File: src/rtl/lv_spi_pkg.sv
// lv_spi_pkg: shared types and constants for the LV SPI master and slave.
// Frame layout (MSB first): {rw(1=write), addr[6:0], data[7:0]}.
package lv_spi_pkg;

  localparam int SPI_FRAME_W = 16;
  localparam int SPI_ADDR_W  = 7;
  localparam int SPI_DATA_W  = 8;
  localparam int RW_BIT      = 15;

  typedef enum logic [2:0] {
    IDLE     = 3'd0,
    SETUP    = 3'd1,
    SHIFT_LO = 3'd2,
    SHIFT_HI = 3'd3,
    HOLD     = 3'd4,
    GAP      = 3'd5
  } spi_state_e;

  typedef struct packed {
    logic                  rw;
    logic [SPI_ADDR_W-1:0] addr;
    logic [SPI_DATA_W-1:0] data;
  } spi_frame_t;

  // Build an outgoing frame; reads always carry a zero data byte.
  function automatic spi_frame_t make_frame(input logic                  wr,
                                            input logic [SPI_ADDR_W-1:0] addr,
                                            input logic [SPI_DATA_W-1:0] wdata);
    spi_frame_t f;
    f.rw   = wr;
    f.addr = addr;
    f.data = wr ? wdata : '0;
    return f;
  endfunction

endpackage

File: src/rtl/lv_spi_clkgen.sv
// lv_spi_clkgen: SCLK half-period timer. While i_run is high it counts
// CLK_DIV i_clk cycles per half period and strobes the end of each half:
// o_rise_stb at the end of a low half, o_fall_stb at the end of a high half.
// Dropping i_run stops and clears the counter.
module lv_spi_clkgen #(
  parameter int CLK_DIV = 4
) (
  input  logic i_clk,
  input  logic i_rst_n,
  input  logic i_run,
  input  logic i_hi,
  output logic o_rise_stb,
  output logic o_fall_stb
);

  localparam int                CNT_W = (CLK_DIV > 1) ? $clog2(CLK_DIV) : 1;
  localparam logic [CNT_W-1:0]  LAST  = CNT_W'(CLK_DIV - 1);

  logic [CNT_W-1:0] cnt_q, cnt_d;
  logic             half_done;

  assign half_done  = i_run && (cnt_q == LAST);
  assign o_rise_stb = half_done && !i_hi;
  assign o_fall_stb = half_done && i_hi;

  // Next count: restart at each half-period boundary or when stopped.
  always_comb begin
    // NOTE: every always_comb output gets a default first so no path leaves it unassigned (no latch).
    cnt_d = cnt_q + 1'b1;
    if (!i_run || half_done) begin
      cnt_d = '0;
    end
  end

  // Half-period counter register.
  always_ff @(posedge i_clk or negedge i_rst_n) begin
    // NOTE: sequential state uses non-blocking assignments so every flop samples pre-edge values.
    if (!i_rst_n) begin
      cnt_q <= '0;
    end else begin
      cnt_q <= cnt_d;
    end
  end

endmodule

File: src/rtl/lv_spi_master.sv
// lv_spi_master: SPI mode-0 initiator for the LV register interface.
// Sends one 16-bit frame {rw, addr, data} MSB first per accepted request and
// returns the low byte shifted in on MISO for reads.
// Optional: define LV_SPI_MST_MISO_SYNC_EN to pass MISO through a 2-flop
// synchronizer and sample at the last i_clk cycle of SCLK high.
module lv_spi_master
  import lv_spi_pkg::*;
#(
  parameter int CLK_DIV   = 4,
  parameter int CSB_SETUP = 2,
  parameter int CSB_HOLD  = 2,
  parameter int CSB_GAP   = 2
) (
  input  logic       i_clk,
  input  logic       i_rst_n,
  input  logic       i_req,
  output logic       o_ack,
  input  logic       i_wr,
  input  logic [6:0] i_addr,
  input  logic [7:0] i_wdata,
  input  logic       i_abort,
  output logic       o_busy,
  output logic [7:0] o_rdata,
  output logic       o_rdata_vld,
  output logic       o_spi_sclk,
  output logic       o_spi_csb,
  output logic       o_spi_mosi,
  input  logic       i_spi_miso
);

  localparam int                 WAIT_W     = 8;
  localparam logic [WAIT_W-1:0]  SETUP_LAST = WAIT_W'(CSB_SETUP - 1);
  localparam logic [WAIT_W-1:0]  HOLD_LAST  = WAIT_W'(CSB_HOLD - 1);
  localparam logic [WAIT_W-1:0]  GAP_LAST   = WAIT_W'(CSB_GAP - 1);

  spi_state_e             state_q, state_d;
  logic [SPI_FRAME_W-1:0] tx_q, tx_d;
  logic [SPI_DATA_W-1:0]  rx_q, rx_d;
  logic [4:0]             bit_cnt_q, bit_cnt_d;
  logic [WAIT_W-1:0]      wait_q, wait_d;
  logic                   rd_q, rd_d;
  logic                   aborted_q, aborted_d;
  logic                   ack_q, ack_d;
  logic [SPI_DATA_W-1:0]  rdata_q, rdata_d;
  logic                   vld_q, vld_d;

  logic clk_run, clk_hi, rise_stb, fall_stb;
  logic sample_stb, miso_s;
  logic csb_active;

  assign clk_run = (state_q == SHIFT_LO) || (state_q == SHIFT_HI);
  assign clk_hi  = (state_q == SHIFT_HI);

  lv_spi_clkgen #(
    .CLK_DIV (CLK_DIV)
  ) u_clkgen (
    .i_clk      (i_clk),
    .i_rst_n    (i_rst_n),
    .i_run      (clk_run),
    .i_hi       (clk_hi),
    .o_rise_stb (rise_stb),
    .o_fall_stb (fall_stb)
  );

`ifdef LV_SPI_MST_MISO_SYNC_EN
  logic [1:0] miso_sync_q;

  // Two-flop MISO synchronizer; sampling waits until the end of SCLK high.
  always_ff @(posedge i_clk or negedge i_rst_n) begin
    if (!i_rst_n) begin
      miso_sync_q <= 2'b00;
    end else begin
      miso_sync_q <= {miso_sync_q[0], i_spi_miso};
    end
  end

  assign miso_s     = miso_sync_q[1];
  assign sample_stb = fall_stb;

  if (CLK_DIV < 3) begin : g_clk_div_chk
    $error("lv_spi_master: CLK_DIV must be >= 3 when the MISO synchronizer is enabled");
  end
`else
  assign miso_s     = i_spi_miso;
  assign sample_stb = rise_stb;

  if (CLK_DIV < 2) begin : g_clk_div_chk
    $error("lv_spi_master: CLK_DIV must be >= 2");
  end
`endif

  // Next-state, shift-register and handshake logic.
  always_comb begin
    state_d   = state_q;
    tx_d      = tx_q;
    rx_d      = rx_q;
    bit_cnt_d = bit_cnt_q;
    rd_d      = rd_q;
    aborted_d = aborted_q;
    ack_d     = 1'b0;
    vld_d     = 1'b0;
    rdata_d   = rdata_q;

    if (sample_stb) begin
      rx_d = {rx_q[SPI_DATA_W-2:0], miso_s};
    end

    case (state_q)
      IDLE: begin
        // A simultaneous abort has nothing to act on, so the request wins.
        if (i_req) begin
          tx_d      = make_frame(i_wr, i_addr, i_wdata);
          rd_d      = !i_wr;
          aborted_d = 1'b0;
          bit_cnt_d = '0;
          ack_d     = 1'b1;
          state_d   = SETUP;
        end
      end
      SETUP: begin
        if (i_abort) begin
          aborted_d = 1'b1;
          state_d   = HOLD;
        end else if (wait_q == SETUP_LAST) begin
          state_d = SHIFT_LO;
        end
      end
      SHIFT_LO: begin
        if (i_abort) begin
          aborted_d = 1'b1;
          state_d   = HOLD;
        end else if (rise_stb) begin
          state_d = SHIFT_HI;
        end
      end
      SHIFT_HI: begin
        if (i_abort) begin
          aborted_d = 1'b1;
          state_d   = HOLD;
        end else if (fall_stb) begin
          bit_cnt_d = bit_cnt_q + 5'd1;
          if (bit_cnt_d == 5'(SPI_FRAME_W)) begin
            state_d = HOLD;
          end else begin
            // MOSI advances only together with the SCLK fall.
            tx_d    = {tx_q[SPI_FRAME_W-2:0], 1'b0};
            state_d = SHIFT_LO;
          end
        end
      end
      HOLD: begin
        if (wait_q == HOLD_LAST) begin
          state_d = GAP;
          if (rd_q && !aborted_q) begin
            rdata_d = rx_q;
            vld_d   = 1'b1;
          end
        end
      end
      GAP: begin
        if (wait_q == GAP_LAST) begin
          state_d = IDLE;
        end
      end
      default: state_d = IDLE;
    endcase
  end

  // Dwell counter for SETUP/HOLD/GAP; restarts on every state change.
  always_comb begin
    wait_d = '0;
    if ((state_d == state_q) &&
        ((state_q == SETUP) || (state_q == HOLD) || (state_q == GAP))) begin
      wait_d = wait_q + 1'b1;
    end
  end

  // State and datapath registers.
  always_ff @(posedge i_clk or negedge i_rst_n) begin
    if (!i_rst_n) begin
      state_q   <= IDLE;
      tx_q      <= '0;
      rx_q      <= '0;
      bit_cnt_q <= '0;
      wait_q    <= '0;
      rd_q      <= 1'b0;
      aborted_q <= 1'b0;
      ack_q     <= 1'b0;
      rdata_q   <= '0;
      vld_q     <= 1'b0;
    end else begin
      state_q   <= state_d;
      tx_q      <= tx_d;
      rx_q      <= rx_d;
      bit_cnt_q <= bit_cnt_d;
      wait_q    <= wait_d;
      rd_q      <= rd_d;
      aborted_q <= aborted_d;
      ack_q     <= ack_d;
      rdata_q   <= rdata_d;
      vld_q     <= vld_d;
    end
  end

  // SPI pins are decoded straight from state so reset clears them at once.
  assign csb_active  = (state_q == SETUP) || (state_q == SHIFT_LO) ||
                       (state_q == SHIFT_HI) || (state_q == HOLD);
  assign o_spi_csb   = !csb_active;
  assign o_spi_sclk  = (state_q == SHIFT_HI);
  assign o_spi_mosi  = csb_active && tx_q[RW_BIT];
  assign o_busy      = (state_q != IDLE);
  assign o_ack       = ack_q;
  assign o_rdata     = rdata_q;
  assign o_rdata_vld = vld_q;

endmodule
File: config.mk
export PLATFORM = sky130hd
export DESIGN_NAME = lv_spi_master
export DESIGN_NICKNAME = d
export VERILOG_FILES = /design/src/rtl/lv_spi_pkg.sv /design/src/rtl/lv_spi_clkgen.sv /design/src/rtl/lv_spi_master.sv
export SDC_FILE = /design/constraint.sdc
export NUM_CORES = 1
export LEC_CHECK = 0
export CORE_ASPECT_RATIO = 1.2
export CORE_MARGIN = 2
export CORE_UTILIZATION = 45
export CTS_CLUSTER_SIZE = 12
export DETAILED_ROUTE_END_ITERATION = 8
export GPL_TIMING_DRIVEN = 0
export HOLD_SLACK_MARGIN = 0.12
export PLACE_DENSITY = 0.7
export SLEW_MARGIN = 15
export SYNTH_ARGS = -nofsm -noshare
export SYNTH_HDL_FRONTEND = slang
export SYNTH_SLANG_ARGS = --single-unit
export TNS_END_PERCENT = 5
File: constraint.sdc
create_clock -name i_clk -period 2.75 [get_ports i_clk]
set_clock_uncertainty 0.15 [all_clocks]
set_input_delay 0.275 -clock i_clk [delete_from_list [all_inputs] [get_ports i_clk]]
set_output_delay 0.275 -clock i_clk [all_outputs]
set_load 0.05 [all_outputs]
**Yosys cells after proc, flatten, opt, wreduce, memory -nomap -nowiden**

Index checks and enable logic that the tools add are counted.

- Register bits: 54
- Output and inout bits: 14

- Add/sub/neg operators: 3
- Eq/ne operators: 14
- Multiplexer cells: 31
- Reductions and logical operators: 28

Operators with widths:

| cell | count |
|---|---|
| $mux 16 | 4 |
| $pmux 16 s2 | 1 |
| $mux 3 | 10 |
| $pmux 3 s6 | 1 |
| $mux 8 | 2 |
| $mux 5 | 3 |
| $pmux 5 s2 | 1 |
| $add 8x1->8 const B | 1 |
| $eq 8x1->1 const B | 1 |
| $ne 2x2->1 const B | 4 |
| $logic_or 1x1->1 | 7 |
| $mux 1 | 7 |
| $eq 3x2->1 const B | 2 |
| $eq 3x3->1 const B | 2 |
| $logic_and 1x1->1 | 6 |
| $reduce_and 3->1 | 2 |
| $add 5x1->5 const B | 1 |
| $eq 5x5->1 const B | 1 |
| $logic_not 1->1 | 5 |
| $reduce_and 5->1 | 1 |
| $reduce_and 4->1 | 1 |
| $reduce_bool 2->1 | 2 |
| $eq 3x1->1 const B | 1 |
| $eq 3x3->1 | 1 |
| other kinds (9) | 9 |

**Logic depth before layout (Yosys ltp)**

Gate-level depths: netlist of run 1.

- Depth in word-level cells: 10
- Depth in mapped cells: 7
- Depth with buffers taken out: 5

**Cells and area by module**

A second synthesis of run 1 with hierarchy kept.

- Cell total of the unflattened synthesis: 244
- Area total of the unflattened synthesis: 2603.7 um^2

By module, submodules not included:

| module | instances | cells each | area an instance (um^2) | seq. area each (um^2) |
|---|---|---|---|---|
| lv_spi_master | 1 | 237 | 2503.7 | 1301.2 |
| lv_spi_clkgen | 1 | 7 | 100.1 | 50.0 |

**Least setup slack after synthesis of run 1**

Ideal clock, no wire load.

- Path type: reg2out
- Start: register state_q[1]
- End: output o_spi_mosi
- Arrival: 2.341 ns
- Slack: -0.016 ns
- Cell stages (with the launch flop): 6
- Path buffers: 2
- Cells stage by stage: dfrtp_1 buf_6 clkbuf_1 or3_1 nand2_1 nor2_1

- Cells in the longest elaborated chain, start to end: 5

RTL lines:

| element | line | source |
|---|---|---|
| start, declared | lv_spi_master.sv:36 | `spi_state_e state_q, state_d;` |
| start signal, assigned | lv_spi_master.sv:192 | `state_q <= state_d;` |
| $eq 3x1->1 / $eq 3x2->1 (equally long branches) | lv_spi_master.sv:206 | `assign csb_active = (state_q == SETUP) \|\| (state_q == SHIFT_LO) \|\|` |
| $logic_or 1x1->1 (2 in series) | lv_spi_master.sv:206 |  |
| $logic_or 1x1->1 * | lv_spi_master.sv:207 | `(state_q == SHIFT_HI) \|\| (state_q == HOLD);` |
| $logic_and 1x1->1 * | lv_spi_master.sv:210 | `assign o_spi_mosi = csb_active && tx_q[RW_BIT];` |
| end, declared | lv_spi_master.sv:27 | `output logic o_spi_mosi,` |

Every way passes the cells marked *; elsewhere a longest branch is shown, timed or not.

**Final worst setup path of run 1**

- Start: register state_q[1]
- End: output o_busy

- Cells in the longest elaborated chain, start to end: 1

RTL lines:

| element | line | source |
|---|---|---|
| $reduce_bool 3->1 | lv_spi_master.sv:211 | `assign o_busy = (state_q != IDLE);` |
| end, declared | lv_spi_master.sv:22 | `output logic o_busy,` |

Every way passes these cells.

==> results.txt, run 1 <==
----------------------------------------------------
[Status]
  Status ... finished clean

[Critical path]
  Kind of start point of the critical path ... register
  Slowest stage cell on the critical path ... clkdlybuf4s50_1
  Kind of critical path ... register to output pin
  Critical Path AT ... ~2.2 ns
  Critical Path Sink Type ... output pin
  Critical path peak fanout ... 10
  Cell class contributing the biggest share of worst-path delay ... buffers and inverters
  Required time of the critical path ... approximately 2.3 ns
  Critical path's largest stage delay ... 0.72 ns
  Worst-path cell chain ... buf_6 > clkbuf_1 > or3_1 > clkdlybuf4s50_1
  Buffering stage count on the worst path with inverters included ... 3

[Timing]
  Max-Slew Margin vs Limit ... 0.547
  Setup violators final ... 0
  Period minus WS final ... ~2.6 ns
  Final-report max-slew violation count ... 0
  Max Fclk ... ~400 MHz
  RSZ-0062 raised after global routing ... no
  Final count of hold timing violations ... 0
  Final cycle utilization of the critical path ... 0.936
  Setup tns final ... 0 ns
  Transition time at the pin with the least slew margin ... 0.679 ns

[Logic synthesis]
  Count of flip-flops with a built-in enable after synthesis ... 0
  Main area contributors after synthesis ... dfrtp_1 52%, mux2_2 9.9%, nand2_1 6.1%, mux2_4 5.2%, nand3_1 3.1%
  Adder-Cell Fraction of Synth Area ... 0.0192
  Synthesized flop and latch total ... 54
  Post-synthesis xor/xnor area fraction ... 0.0202
  Count of mapped cells out of synthesis ... ~240
  Cell with the most instances after synthesis ... dfrtp_1
  Fraction of synthesis flops using an asynchronous set or reset pin ... 1.00
  Post-synthesis sequential area ratio ... 0.519
  Total number of yosys warnings ... 0
  Combinational family with the most area after synthesis ... simple AND/OR/NAND/NOR gates
  Largest area contributor in the synthesized netlist ... dfrtp_1
  Syn Nets ... between 200 and 300
  Mux cell area share after synthesis ... 0.163
  Fraction of post-synthesis cell area in the top cell type by area ... 0.519
  Synth Area in Simple Gates ... 0.190
  Post-Synthesis Cell Area ... approximately 2600 um2
  Fraction of the mapped netlist area in compound gates ... 0.0552
  Leading register cell type out of synthesis ... dfrtp_1
  Unique masters post-synth ... 37
  Commonest cells in the synthesized netlist ... 54 x dfrtp_1, 42 x nand2_1, 23 x mux2_2
  Mean cell area of the mapped netlist ... 10.9 um2

[Global route]
  Overall fraction of global-route tracks in use ... 0.166
  Initial antenna violation count ... 0
  Global routing met1 resource utilization ... 0.221
  Vias in the first global route ... roughly 1800
  Sum of overflow across all layers after global routing ... 0
  Global-route wire length before repair ... 8.22 mm
  Layer carrying the most global-route usage ... met2
  Met3 Usage GRT ... 0.0324
  Largest net degree at the start of global routing ... 55
  Met2 Usage GRT ... 0.265

[Floorplanning]
  Core region area ... approximately 5600 um2
  Vertical die dimension ... roughly 87 um
  Initial standard-cell utilization of the core ... 0.463
  Number of rows in the core area ... 30
  Die Wd ... ~73 um
  I/O pin count ... 35
  Full die area ... 6420 um2

[Routing]
  Vias/cell ... approximately 5.2
  Vias ... 1800
  Mean routed wirelength per cell ... 13.6 um
  First-iteration detailed-routing DRC count ... between 100 and 150
  Number of search-and-repair iterations in the first detailed-routing pass ... 4
  Antenna-violating nets left ... 0
  DR DRC count ... 0
  Total wire length after detailed routing ... 4.70 mm

[Clock network]
  Clock latency at the later pin of the worst-skew pair ... 0.31 ns
  TritonCTS clock tree ... done
  Number of buffers added for setup after CTS ... 0
  Clock transition time at the flip-flop clock pins of the worst setup and hold paths ... 0.09 ns
  Clock Root Buffer ... clkbuf_8
  H-tree level count ... 2
  Worst-case clock buffer depth ... 2
  Number of clock sinks seen by CTS ... between 50 and 60
  Number of CTS-inserted buffers ... 5

[Placement]
  Weighted congestion reported at the end of routability-driven placement ... between 0.7 and 0.8
  Detail Placement HPWL ... roughly 3.3 mm
  IO buf count ... 33

[Power]
  Total power of the final layout ... 0.00239 W
  Peak VDD IR ... 0.501 mV
  Static leakage ... approximately 1.5 nW
  Power density over the cells ... approximately 770 nW/um2

[Layout]
  Number of diodes ... 0
  Area grow syn2layout ... 19.8%
  Final net count ... 305
  Fraction of final layout cells with drive strength greater than 1 ... 0.167
  Utilization after layout ... 0.554

[Worst hold path]
  Worst min path class ... input pin to register

[Flow run]
  Count of max-cap constraint violations ... 0

----------------------------------------------------
-- state kept, by name, indices dropped and copies added (netlist names) --
| name | count |
|---|---|
| wait_q | 8 |
| u_clkgen.cnt_q | 2 |
| state_q | 3 |
| rd_q | 1 |
| aborted_q | 1 |
| o_ack | 1 |
| o_rdata | 8 |
| rx_q | 8 |
| o_rdata_vld | 1 |
| bit_cnt_q | 5 |
| tx_q | 16 |
-- where the power goes --
group | total [W] | leakage [nW] | switching [W] | internal [W]
logic | 0.000858 | 0.709 | 0.000459 | 0.000399
clock network | 0.000467 | 0.0514 | 0.000259 | 0.000208
registers | 0.00107 | 0.717 | 0.000104 | 0.000962
total | 0.00239 | 1.48 | 0.000823 | 0.00157
-- through the flow --
step | hold WS [ns] | setup WS, ns | cells | area, um2
after floorplan | -0.171 | 0.203 | 239 | 2610
after global placement | 0.276 | -0.409 | 336 | 3020
after detailed placement | 0.212 | 0.0590 | 336 | 3020
after CTS | 0.264 | 0.0127 | 345 | 3120
after global routing | 0.322 | 0.0438 | 345 | 3120
final | 0.277 | 0.175 | 345 | 3120
-- path summary, 6_finish.rpt --
kind                              startpoint  slack, ns           endpoint  depth (start not counted)
setup / recovery                  state_q[1]       0.18             o_busy                          4
hold / removal                          i_wr       0.28               rd_q                          2
setup reg to reg                  state_q[1]       0.46            tx_q[9]                          6
hold reg to reg            u_clkgen.cnt_q[0]       0.30  u_clkgen.cnt_q[0]                          1
max in group asynchronous            i_rst_n       1.59         o_rdata[4]                          2
min in group asynchronous            i_rst_n       0.41           tx_q[15]                          2
-- final cells by class --
type | instances | area [um2]
Inverter | 6 | 22.5
Fill cell | 532 | 2510
Tap cell | 64 | 80.1
Multi-Input combinational cell | 168 | 1170
Clock buffer | 6 | 82.6
Buffer | 11 | 65.1
Clock inverter | 2 | 17.5
Timing Repair Buffer | 34 | 334
Sequential cell | 54 | 1350
-- cell families (layout without fill, tap and decap cells) --
| family | Yosys count | in the layout |
|---|---|---|
| AOI/OAI and AO/OA | 20 | 20 |
| xor gates and xnor gates | 6 | 6 |
| adders and majority gates | 4 | 4 |
| buffers and inverters | 17 | 59 |
| DFF | 54 | 54 |
| muxes | 35 | 35 |
| and+or+nand+nor | 103 | 103 |
-- layout by cell type (no fill, tap or decap), drive strengths merged, types with 2 or more instances in the layout --
cell,n
dfrtp,54
nand2,42
mux2,32
clkdlybuf4s50,29
nand3,16
nor2,15
clkbuf,14
o21ai,8
inv,6
nand2b,6
and3,6
xor2,5
buf,5
ha,4
or3,3
a21oi,3
mux2i,3
nor3,3
nand3b,2
nor2b,2
nor3b,2
nand4b,2
and2,2
o31ai,2
clkinv,2
-- repair_timing --
action	CTS	global route
hold endpoints to repair	54	0
cloned	0	0
setup endpoints to repair	2	2
pin swaps	0	0
hold buffers	1	0
gates resized for setup	2	3
-- metal layers --
layer	vias up	part of all wire	wire, um
li1	894	-	-
met4	0	0.016	74
met2	19	0.50	2350
met3	4	0.019	91
met1	883	0.47	2190
met5	-	0	0
Note: power is estimated with default switching activity, not from simulation.
==> inputs of run 2 (changes only) <==
--- a/config.mk
+++ b/config.mk
@@ -13,6 +13,7 @@
 export GPL_TIMING_DRIVEN = 0
 export HOLD_SLACK_MARGIN = 0.12
 export PLACE_DENSITY = 0.7
+export SETUP_SLACK_MARGIN = 0.4
 export SLEW_MARGIN = 15
 export SYNTH_ARGS = -nofsm -noshare
 export SYNTH_HDL_FRONTEND = slang
==> results.txt, run 2 (synthesized netlist as in run 1, its figures left out) <==
----------------------------------------------------
[Placement]
  Placed Instance Area ... ~3000 um2
  IO buf count ... 33
  Weighted congestion reported at the end of routability-driven placement ... 0.834
  Total instance count after detailed placement ... ~340
  Detail Placement HPWL ... about 3.4 mm

[Routing]
  Met3 wire length ... between 100 and 150 um
  Mean routed wirelength per cell ... about 14 um
  Vias ... about 1800
  First-iteration detailed-routing DRC count ... slightly above 100
  Antenna-violating nets left ... 0
  DR DRC count ... 0
  Total wire length after detailed routing ... 4.86 mm
  Met2 WL ... 2.34 mm
  Number of search-and-repair iterations in the first detailed-routing pass ... 6
  Vias/cell ... approximately 5.2
  Wire length the detailed router placed on met1 ... approximately 2.3 mm
  Highest layer used for signal routing ... met4

[Floorplanning]
  I/O pin count ... 35
  Vertical die dimension ... 87.3 um
  Core region area ... ~5600 um2
  Initial standard-cell utilization of the core ... 0.463
  Number of rows in the core area ... 30
  Die Wd ... ~73 um
  Full die area ... between 6000 and 7000 um2

[Power]
  Total power of the final layout ... 0.00243 W
  Sequential cell fraction of total power ... 0.440
  Internal power consumption ... around 0.0016 W
  Static leakage ... 1.48 nW
  Peak VDD IR ... around 0.36 mV
  Logic pwr share ... 0.359
  Part of the power in the clock network ... 0.201
  Power density over the cells ... around 770 nW/um2
  Net Sw Frac ... 0.347
  Sw power ... 0.000842 W

[Flow run]
  Count of max-cap constraint violations ... 0

[Status]
  Status ... finished clean

[Global route]
  Sum of overflow across all layers after global routing ... 0
  Initial antenna violation count ... 0
  Overall fraction of global-route tracks in use ... 0.168
  Global-route wire length before repair ... about 8.4 mm
  Largest net degree at the start of global routing ... 55
  Vias in the first global route ... between 1500 and 2000

[Layout]
  Fraction of final layout cells with drive strength greater than 1 ... 0.188
  Area grow syn2layout ... 20.5%
  Final net count ... 306
  Layout Cell Area excl Fill ... around 3100 um2
  Most common library cell in the layout ignoring fill and taps ... dfrtp_1
  Top register by number of flip-flops ... tx_q
  Commonest non-fill, non-tap cells in the layout ... 54 x dfrtp_1, 41 x nand2_1, 28 x clkdlybuf4s50_1
  Final std cells w/o fill ... ~350
  Number of flip-flops in the largest register ... 16
  Number of diodes ... 0

[Clock network]
  Number of CTS-inserted buffers ... 5
  H-tree level count ... 2
  Clock Root Buffer ... clkbuf_8
  Worst-case clock buffer depth ... 2
  Clock transition time at the flip-flop clock pins of the worst setup and hold paths ... ~0.10 ns
  TritonCTS clock tree ... done
  Number of clock sinks seen by CTS ... 54
  Clock latency at the later pin of the worst-skew pair ... 0.31 ns

[Critical path]
  Critical Path AT ... between 1.5 and 2 ns
  Kind of start point of the critical path ... register
  Stages on worst setup path ... 4
  Critical Path Sink Type ... output pin
  Slowest stage cell on the critical path ... or3_1
  Reg2reg start ... state_q[1]
  Worst-path cell chain ... buf_6 > clkbuf_1 > or3_1 > dlygate4sd2_1
  Timing endpoint of the critical path ... o_busy
  Critical path startpoint ... state_q[1]
  Cell class contributing the biggest share of worst-path delay ... buffers and inverters
  Number of cell instances on the worst register-to-register path ... 6
  Endpoint of the most critical register-to-register path ... tx_q[8]
  Buffering stage count on the worst path with inverters included ... 3
  Kind of critical path ... register to output pin
  Slack of the worst reg-to-reg path ... around 0.45 ns
  Critical path's largest stage delay ... around 0.44 ns
  Required time of the critical path ... 2.33 ns
  Critical path peak fanout ... 10

[Timing]
  RSZ-0062 raised after global routing ... yes
  Final count of hold timing violations ... 0
  Final cycle utilization of the critical path ... 0.848
  Setup violators final ... 0
  Max Fclk ... about 430 MHz
  Max-Slew Margin vs Limit ... 0.545
  Final-report max-slew violation count ... 0
  Transition time at the pin with the least slew margin ... between 0.6 and 0.7 ns
  Period minus WS final ... 2.33 ns

[Worst hold path]
  Worst min path class ... input pin to register

----------------------------------------------------
==> run 2: how the worst min path moves through the flow <==
stage / cells after the start / slack [ns] / from / end
after detailed placement: 1 / 0.21 / i_rst_n / tx_q[10]
after CTS: 2 / 0.26 / i_wr / rd_q
after global placement: 1 / 0.28 / u_clkgen.cnt_q[0] / u_clkgen.cnt_q[0]
final: 2 / 0.26 / i_wr / rd_q
after floorplan: 0 / -0.17 / i_rst_n / aborted_q
after global routing: 2 / 0.30 / i_wr / rd_q
==> run 2: stage by stage <==
stage	hold WS (ns)	setup WS (ns)	TNS, ns	util
floorplan	-0.171	0.518	0	-
global placement	0.276	-0.395	-21.16	0.537
detailed placement	0.212	0.0283	0	0.537
CTS	0.257	0.191	0	0.557
global route	0.300	0.333	0	0.557
finish	0.262	0.418	0	0.557
==> run 2: what timing repair did <==
action	CTS	global route
buffers inserted	0	1
pin swaps	0	0
hold buffers	1	0
hold endpoints to repair	54	0
gates resized for setup	7	6
endpoints found under the setup margin	4	23
==> run 2: worst reg2reg max path: cells and delay by family, from the launching register on <==
| kind | cells | cell delay [ns] |
|---|---|---|
| simple gates | 1 | 0.34 |
| mux | 1 | 0.31 |
| compound gates | 2 | 0.66 |
| buf+inv | 2 | 0.34 |
| flops | 1 | 0.39 |
==> run 2: metal layers <==
layer,vias up,global-route usage
li1,897,-
met1,889,0.233
met2,23,0.261
met3,7,0.0370
met4,0,0.0545
met5,-,0
==> run 2: area by class of cell <==
| type | count | area, um2 |
|---|---|---|
| buffer | 11 | 67.6 |
| sequential | 54 | 1350 |
| clock buffer | 7 | 96.3 |
| clock inverter | 1 | 8.76 |
| tap | 64 | 80.1 |
| inverter | 6 | 22.5 |
| multi-input combinational | 168 | 1180 |
| fill | 528 | 2490 |
| timing repair buffer | 35 | 335 |
==> run 2: power groups by stage <==
stage	clock, W	combinational (W)	sequential [W]
after floorplan	0	0.000658	0.00108
after global placement	0	0.000885	0.00107
after detailed placement	0	0.000901	0.00108
after CTS	0.000505	0.000884	0.00107
after global routing	0.000536	0.000959	0.00109
final	0.000488	0.000871	0.00107
